`src/rtl/spi_frame_engine_pkg.sv`:
```
`default_nettype none
// ============================================================================
// Module  : spi_frame_engine_pkg
// Brief   : Shared SPI frame-engine definitions: state encoding, frame width,
//           and the mode-0 / MSB-first wire conventions.
// Revision: 1.0  initial release
// ============================================================================
package spi_frame_engine_pkg;

    // Frame width in bits
    localparam int SPI_BITS = 8;

    // Mode 0: SCLK idles low, data captured on the edge leaving idle
    localparam logic SPI_CPOL      = 1'b0;
    localparam logic SPI_CPHA      = 1'b0;
    localparam logic SPI_MSB_FIRST = 1'b1;

    // Frame engine state encoding
    typedef enum logic [2:0] {
        ST_IDLE  = 3'd0,
        ST_SETUP = 3'd1,
        ST_OPEN  = 3'd2,
        ST_SHIFT = 3'd3,
        ST_HOLD  = 3'd4,
        ST_GAP   = 3'd5
    } state_t;

    // Bit that goes on the wire next, given the current shift register
    function automatic logic spi_tx_bit(input logic [SPI_BITS-1:0] sh);
        return SPI_MSB_FIRST ? sh[SPI_BITS-1] : sh[0];
    endfunction

    // Shift register after consuming one transmitted bit and capturing one received bit
    function automatic logic [SPI_BITS-1:0] spi_shift_in(input logic [SPI_BITS-1:0] sh,
                                                         input logic              rx);
        return SPI_MSB_FIRST ? {sh[SPI_BITS-2:0], rx} : {rx, sh[SPI_BITS-1:1]};
    endfunction

endpackage
`default_nettype wire

```
`src/rtl/spi_clk_div.sv`:
```
`default_nettype none
// ============================================================================
// Module  : spi_clk_div
// Brief   : D-cycle tick generator with synchronous clear. Ticks on the last
//           cycle of every D-cycle window while not cleared.
// Revision: 1.0  initial release
// ============================================================================
module spi_clk_div #(
    parameter logic [15:0] DIVIDER = 16'd4
) (
    input  logic i_clk,
    input  logic i_rst,
    input  logic i_clr,
    output logic o_tick
);

    logic [15:0] cnt_q;
    logic [15:0] cnt_d;

    // Tick on the final count of the window; clear and wrap both return to 0
    always_comb begin
        o_tick = !i_clr && (cnt_q == DIVIDER - 16'd1);
        cnt_d  = (i_clr || o_tick) ? 16'd0 : cnt_q + 16'd1;
    end

    // Divider counter register
    always_ff @(posedge i_clk) begin
        if (i_rst) begin
            cnt_q <= 16'd0;
        end else begin
            cnt_q <= cnt_d;
        end
    end

endmodule
`default_nettype wire

```
`src/rtl/spi_frame_engine.sv`:
```
`default_nettype none
// ============================================================================
// Module  : spi_frame_engine
// Brief   : Byte-level SPI mode-0 transceiver. Executes open / write / read /
//           close frame commands and answers each accepted one with o_done.
// Revision: 1.0  initial release
// ============================================================================
module spi_frame_engine
    import spi_frame_engine_pkg::*;
#(
    parameter logic [15:0] CLK_DIVIDER = 16'd4
) (
    input  logic       i_clk,
    input  logic       i_rst,
    input  logic       i_start,
    input  logic       i_stop,
    input  logic       i_write,
    input  logic       i_read,
    output logic       o_done,
    input  logic [7:0] i_mosi_data,
    output logic [7:0] o_miso_data,
    output logic       o_spi_en,
    output logic       o_spi_mosi,
    input  logic       i_spi_miso,
    output logic       o_spi_clk
);

    localparam logic [2:0] LAST_BIT = 3'(SPI_BITS - 1);
    // Capture on the edge that leaves the idle level when CPHA is 0
    localparam logic CAPTURE_ON_LEAD = !SPI_CPHA;

    state_t      state_q;
    logic        spi_en_q;
    logic        spi_clk_q;
    logic        spi_mosi_q;
    logic        done_q;
    logic        is_read_q;
    logic [7:0]  shreg_q;
    logic [7:0]  miso_data_q;
    logic [2:0]  bit_cnt_q;

    logic        w_tick;
    logic        w_div_clr;
    logic        w_capture;

    // Divider only runs in the timed states, so it always starts a state at 0
    assign w_div_clr = (state_q == ST_IDLE) || (state_q == ST_OPEN);
    // This SCLK toggle is the capture edge when it leaves the idle level
    assign w_capture = ((spi_clk_q == SPI_CPOL) == CAPTURE_ON_LEAD);

    spi_clk_div #(
        .DIVIDER (CLK_DIVIDER)
    ) u_clk_div (
        .i_clk  (i_clk),
        .i_rst  (i_rst),
        .i_clr  (w_div_clr),
        .o_tick (w_tick)
    );

    // Frame FSM with all pin and handshake outputs registered
    always_ff @(posedge i_clk) begin
        if (i_rst) begin
            state_q     <= ST_IDLE;
            spi_en_q    <= 1'b0;
            spi_clk_q   <= SPI_CPOL;
            spi_mosi_q  <= 1'b0;
            done_q      <= 1'b0;
            is_read_q   <= 1'b0;
            shreg_q     <= 8'h00;
            miso_data_q <= 8'h00;
            bit_cnt_q   <= 3'd0;
        end else begin
            done_q <= 1'b0;
            case (state_q)
                ST_IDLE: begin
                    // Only start is legal here; anything else is dropped
                    if (i_start) begin
                        state_q  <= ST_SETUP;
                        spi_en_q <= 1'b1;
                    end
                end
                ST_SETUP: begin
                    if (w_tick) begin
                        state_q <= ST_OPEN;
                        done_q  <= 1'b1;
                    end
                end
                ST_OPEN: begin
                    // Stop outranks write, which outranks read
                    if (i_stop) begin
                        state_q <= ST_HOLD;
                    end else if (i_write) begin
                        state_q    <= ST_SHIFT;
                        shreg_q    <= i_mosi_data;
                        spi_mosi_q <= spi_tx_bit(i_mosi_data);
                        is_read_q  <= 1'b0;
                    end else if (i_read) begin
                        state_q    <= ST_SHIFT;
                        shreg_q    <= 8'h00;
                        spi_mosi_q <= 1'b0;
                        is_read_q  <= 1'b1;
                    end
                end
                ST_SHIFT: begin
                    if (w_tick) begin
                        spi_clk_q <= ~spi_clk_q;
                        if (w_capture) begin
                            shreg_q <= spi_shift_in(shreg_q, i_spi_miso);
                        end else if (bit_cnt_q == LAST_BIT) begin
                            // Last falling edge: byte complete, back to OPEN
                            state_q     <= ST_OPEN;
                            spi_mosi_q  <= 1'b0;
                            done_q      <= 1'b1;
                            miso_data_q <= shreg_q;
                            bit_cnt_q   <= 3'd0;
                        end else begin
                            // Falling edge: present the next bit while SCLK is low
                            bit_cnt_q  <= bit_cnt_q + 3'd1;
                            spi_mosi_q <= is_read_q ? 1'b0 : spi_tx_bit(shreg_q);
                        end
                    end
                end
                ST_HOLD: begin
                    if (w_tick) begin
                        state_q  <= ST_GAP;
                        spi_en_q <= 1'b0;
                    end
                end
                ST_GAP: begin
                    if (w_tick) begin
                        state_q <= ST_IDLE;
                        done_q  <= 1'b1;
                    end
                end
                default: begin
                    state_q <= ST_IDLE;
                end
            endcase
        end
    end

    assign o_done      = done_q;
    assign o_miso_data = miso_data_q;
    assign o_spi_en    = spi_en_q;
    assign o_spi_mosi  = spi_mosi_q;
    assign o_spi_clk   = spi_clk_q;

endmodule
`default_nettype wire

```
`config.mk`:
```
export PLATFORM = sky130hd
export DESIGN_NAME = spi_frame_engine
export DESIGN_NICKNAME = d
export VERILOG_FILES = /design/src/rtl/spi_frame_engine_pkg.sv /design/src/rtl/spi_clk_div.sv /design/src/rtl/spi_frame_engine.sv
export SDC_FILE = /design/constraint.sdc
export NUM_CORES = 1
export LEC_CHECK = 0
export BUFFER_PORTS_ARGS = -buffer_cell sky130_fd_sc_hd__buf_2
export CORE_ASPECT_RATIO = 1.75
export CORE_MARGIN = 1.5
export CORE_UTILIZATION = 50
export CTS_BUF_LIST = sky130_fd_sc_hd__clkbuf_8
export DETAILED_ROUTE_END_ITERATION = 8
export GPL_TIMING_DRIVEN = 0
export PLACE_DENSITY = 0.7
export SLEW_MARGIN = 15
export SYNTH_ARGS = -nofsm -noshare
export SYNTH_HDL_FRONTEND = slang
export SYNTH_SLANG_ARGS = --single-unit
```
`constraint.sdc`:
```
create_clock -name i_clk -period 6.7 [get_ports i_clk]
set_input_delay 0.335 -clock i_clk [delete_from_list [all_inputs] [get_ports i_clk]]
set_output_delay 0.335 -clock i_clk [all_outputs]
set_load 0.03 [all_outputs]
```
==> metrics.log <==
[metrics] Initial Utilization: between 50 and 60%
[metrics] count of different cell masters after synthesis: 38
[metrics] top-level I/O count: 27
[metrics] worst ir drop on vdd: roughly 180 uV
[metrics] detailed-placement wirelength estimate: between 3000 and 4000 um
[metrics] period utilization: 37.5%
[metrics] class of the worst hold path: in2reg
[metrics] cell with the most instances after synthesis: dfxtp_1
[metrics] global route overflow: 0
[metrics] clock tree from TritonCTS: done
[metrics] worst reg2reg path startpoint: u_clk_div.cnt_q[0]$_SDFF_PP0_
[metrics] worst setup path category: reg2reg
[metrics] largest family of logic cells by synthesized area: simple AND/OR/NAND/NOR gates
[metrics] Slew headroom: around 60%
[metrics] area of the core region: 4150 um^2
[metrics] worst reg2reg setup slack: around 4200 ps
[metrics] layout cell share with drive strength beyond 1: 16.6%
[metrics] netlist area before placement: approximately 2200 um^2
[metrics] Net Count, Synth: about 280
[metrics] 1st-iter DRT viols: 20
[metrics] outcome: finished, final reports clean
[metrics] switching part of the total: 27.8%
[metrics] Critical Path Max Stage Delay: approximately 600 ps
[metrics] Seq/Total Area, Yosys: between 30% and 40%
[metrics] Post-synth EDFFs: 0
[metrics] # diodes: 0
[metrics] via count normalized by instance count: 5.65
[metrics] CTS buffer count: 5
[metrics] CP Max Fanout: 10
[metrics] Worst Clk Skew: between 6 and 7 ps
[metrics] Num Clock Sinks: 43
[metrics] CP endpoint kind: register
[metrics] per-cell routed wire length: 14.0 um
[metrics] overall global routing resource usage: roughly 22%
[metrics] number of iterations in the first detailed-routing pass: 4
[metrics] part of the power in registers: between 40% and 50%
[metrics] count of vias placed by the detailed router: approximately 1900
[metrics] CTS H-tree depth: 2
[metrics] number of cell rows: 31
[metrics] destination of the worst register-to-register timing path: o_miso_data[3]$_SDFFE_PP0P_
[metrics] endpoints failing setup: 0
[metrics] total die area: around 4800 um^2
[metrics] clock transition time at the flip-flop clock pins of the worst setup and hold paths: approximately 80 ps
[metrics] die boundary height: 90.2 um
[metrics] clk_lat worst skew: just under 300 ps
[metrics] placer's final routability congestion estimate: about 0.85
[metrics] die boundary width: ~53 um
[metrics] Worst path depth: 6
[metrics] first-pass GRT wire length: between 7000 and 8000 um
[metrics] Max Fclk: 0.398 GHz
[metrics] Power Dens Cells: approximately 240 nW/um^2
[metrics] post-synthesis compound-gate area fraction: ~14%
[metrics] simple logic cell fraction of the synthesized area: between 20% and 30%
[metrics] maximum number of pins on one net before global-route repair: 13
[metrics] hold-fix buffers at CTS: 0
[metrics] cells on worst reg2reg path: 6
[metrics] leading post-synthesis cells by cell area: dfxtp_1 (40%), a21oi_1 (6.2%), xnor2_1 (4.4%)
[metrics] adder and majority cell fraction of the synthesized area: approximately 1.7%
[metrics] startpoint kind of the worst setup timing path: register
[metrics] proportion of register bits with asynchronous set or reset after synthesis: 0%
[metrics] Fin Hold WS: 376 ps
[metrics] xor and xnor fraction of the mapped netlist area: between 5 and 6%
[metrics] post-synth top area share: 39.6%
[metrics] Leak: between 0.8 and 0.9 nW
[metrics] Final min period: 2510 ps
[metrics] number of port buffers: 26
[metrics] antenna violations before repair: 0
[metrics] Critical Path Start: u_clk_div.cnt_q[0]$_SDFF_PP0_
[metrics] share of total power in the clock network: between 30% and 40%
[metrics] final hold violation count: 0
[metrics] critical path's top delay family: simple AND/OR/NAND/NOR gates
[metrics] total negative setup slack: 0 ps
[metrics] synthesis-to-finish area growth: 13.5%
[metrics] most frequent cells after synthesis: dfxtp_1 (43), a21oi_1 (27), nor2_1 (21)
[metrics] Int Power: between 0.4 and 0.5 mW
[metrics] number of warning messages in the yosys log: 0
[metrics] top flip-flop cell by instance count after synthesis: dfxtp_1
[metrics] via count of the first global-routing pass: between 1500 and 2000
[metrics] fill cell total of the finished layout: a little under 400
[metrics] capture point of the critical path: o_miso_data[3]$_SDFFE_PP0P_
[metrics] total count of max-transition violations in the final report: 0
[metrics] number of nets with antenna violations after routing: 0
[metrics] critical path data arrival time: between 2000 and 3000 ps
[metrics] slew at the pin closest to its max-slew limit: slightly above 600 ps
[metrics] switching component of the power: roughly 0.16 mW
[metrics] post-cts sizing count: 0
[metrics] Comb power frac: about a fifth
[metrics] final WL: roughly 4700 um
[metrics] count of unresolved DRC violations after routing: 0
[metrics] mean area per synthesized cell: between 8 and 9 um^2
[metrics] Max Root-Sink Buffers: 2
[metrics] root cell of the clock tree: clkbuf_8
[metrics] Total Power Consumption: roughly 0.58 mW
[metrics] CP max stage cell: or4_1
[metrics] biggest area consumer among synthesized cells: dfxtp_1
[metrics] Worst EP required: between 6000 and 7000 ps
[metrics] number of buffers and inverters on the critical path: 1
[metrics] final layout net count: a little over 300
[metrics] Synth Instances: around 260
[metrics] reported max-cap violation count: 0
[metrics] proportion of synthesized area in mux cells: about 6.8%
[metrics] flip-flop and latch count after synthesis: between 40 and 50
[metrics] post-CTS setup repair buffer count: 0
[metrics] worst path cell trace: ha_1 > or4b_1 > or4_1 > clkbuf_1 > o31ai_1 > a21oi_1
[metrics] setup repair after global routing missed its margin: no
-- routing by layer --
layer | global-route usage [%] | share of wire [%]
met1 | 23.8 | 41
met2 | 38.8 | 54
met3 | 4.49 | 3.0
met4 | 7.69 | 2.3
met5 | 0 | 0
-- worst register-to-register path, cell delays in order, from the launching register on --
cell      delay [ps]
dfxtp_1          360
ha_1             280
or4b_1           500
or4_1            600
clkbuf_1         260
o31ai_1          300
a21oi_1           90
-- power groups by stage --
| stage | Combinational [mW] | Clock [mW] | Sequential (mW) |
|---|---|---|---|
| finish | 0.111 | 0.193 | 0.277 |
| global route | 0.124 | 0.205 | 0.280 |
| CTS | 0.112 | 0.196 | 0.277 |
| detailed placement | 0.112 | 0 | 0.283 |
| global placement | 0.111 | 0 | 0.283 |
| floorplan | 0.0826 | 0 | 0.284 |
-- cell families after synthesis --
kind of cell / count (synthesis)
and+or+nand+nor: 112
adders and majority gates: 3
AOI/OAI and AO/OA: 51
xor gates and xnor gates: 13
muxes: 12
buffers and inverters: 23
DFF: 43
-- final cells by class --
type                            instances  area [um^2]  share of cell area [%]
Tap cell                               49         61.3                    2.48
Timing Repair Buffer                   26          130                    5.27
Inverter                                6         22.5                   0.912
Multi-Input combinational cell        191         1220                    49.4
Buffer                                 17         71.3                    2.89
Clock buffer                            5         68.8                    2.79
Clock inverter                          2         33.8                    1.37
Sequential cell                        43          861                    34.9
-- registers in the layout, indices dropped and copies added, names as in the netlist --
| name | flops |
|---|---|
| bit_cnt_q | 3 |
| is_read_q | 1 |
| o_done | 1 |
| o_miso_data | 8 |
| o_spi_clk | 1 |
| o_spi_en | 1 |
| o_spi_mosi | 1 |
| shreg_q | 8 |
| state_q | 3 |
| u_clk_div.cnt_q | 16 |
-- cell usage in the layout (no fill, tap or decap), types with 2 or more instances in the layout --
cell type	count
or4b_1	2
or4_1	4
dfxtp_1	43
mux2i_1	2
xor2_1	2
nand3_1	17
mux2_2	6
or4_4	2
nor2b_1	11
buf_2	26
buf_1	2
nand4_1	10
clkbuf_8	5
xnor2_1	11
nor4_1	6
ha_1	3
or3_1	4
nand3b_1	2
and3_1	2
o31ai_1	9
clkbuf_1	14
mux2_4	4
nand2b_1	2
inv_1	7
nor2_1	21
nor3_1	7
nand2_1	17
a21oi_1	27
o21ai_0	10
-- how the worst min path moves through the flow --
stage	startpoint	endpoint	slack, ps	cells past startpoint
2_1_floorplan	u_clk_div.cnt_q[0]$_SDFF_PP0_	u_clk_div.cnt_q[0]$_SDFF_PP0_	420	1
3_3_place_gp	u_clk_div.cnt_q[0]$_SDFF_PP0_	u_clk_div.cnt_q[0]$_SDFF_PP0_	440	1
3_5_place_dp	u_clk_div.cnt_q[0]$_SDFF_PP0_	u_clk_div.cnt_q[0]$_SDFF_PP0_	440	1
4_1_cts	i_read	is_read_q$_SDFFE_PP0P_	370	3
5_1_grt	i_stop	state_q[0]$_SDFFE_PP0P_	410	4
6_report	i_stop	state_q[0]$_SDFFE_PP0P_	380	4
-- stage by stage --
stage	util, %	instance area (um^2)	setup slack [ps]	cells
2_1_floorplan	-	2170	4400	257
4_1_cts	59.5	2470	4170	339
6_report	59.5	2470	4190	339
3_5_place_dp	57.0	2370	4180	332
5_1_grt	59.5	2470	4030	339
3_3_place_gp	57.0	2370	4220	332
Note: power is estimated with default switching activity, not from simulation.
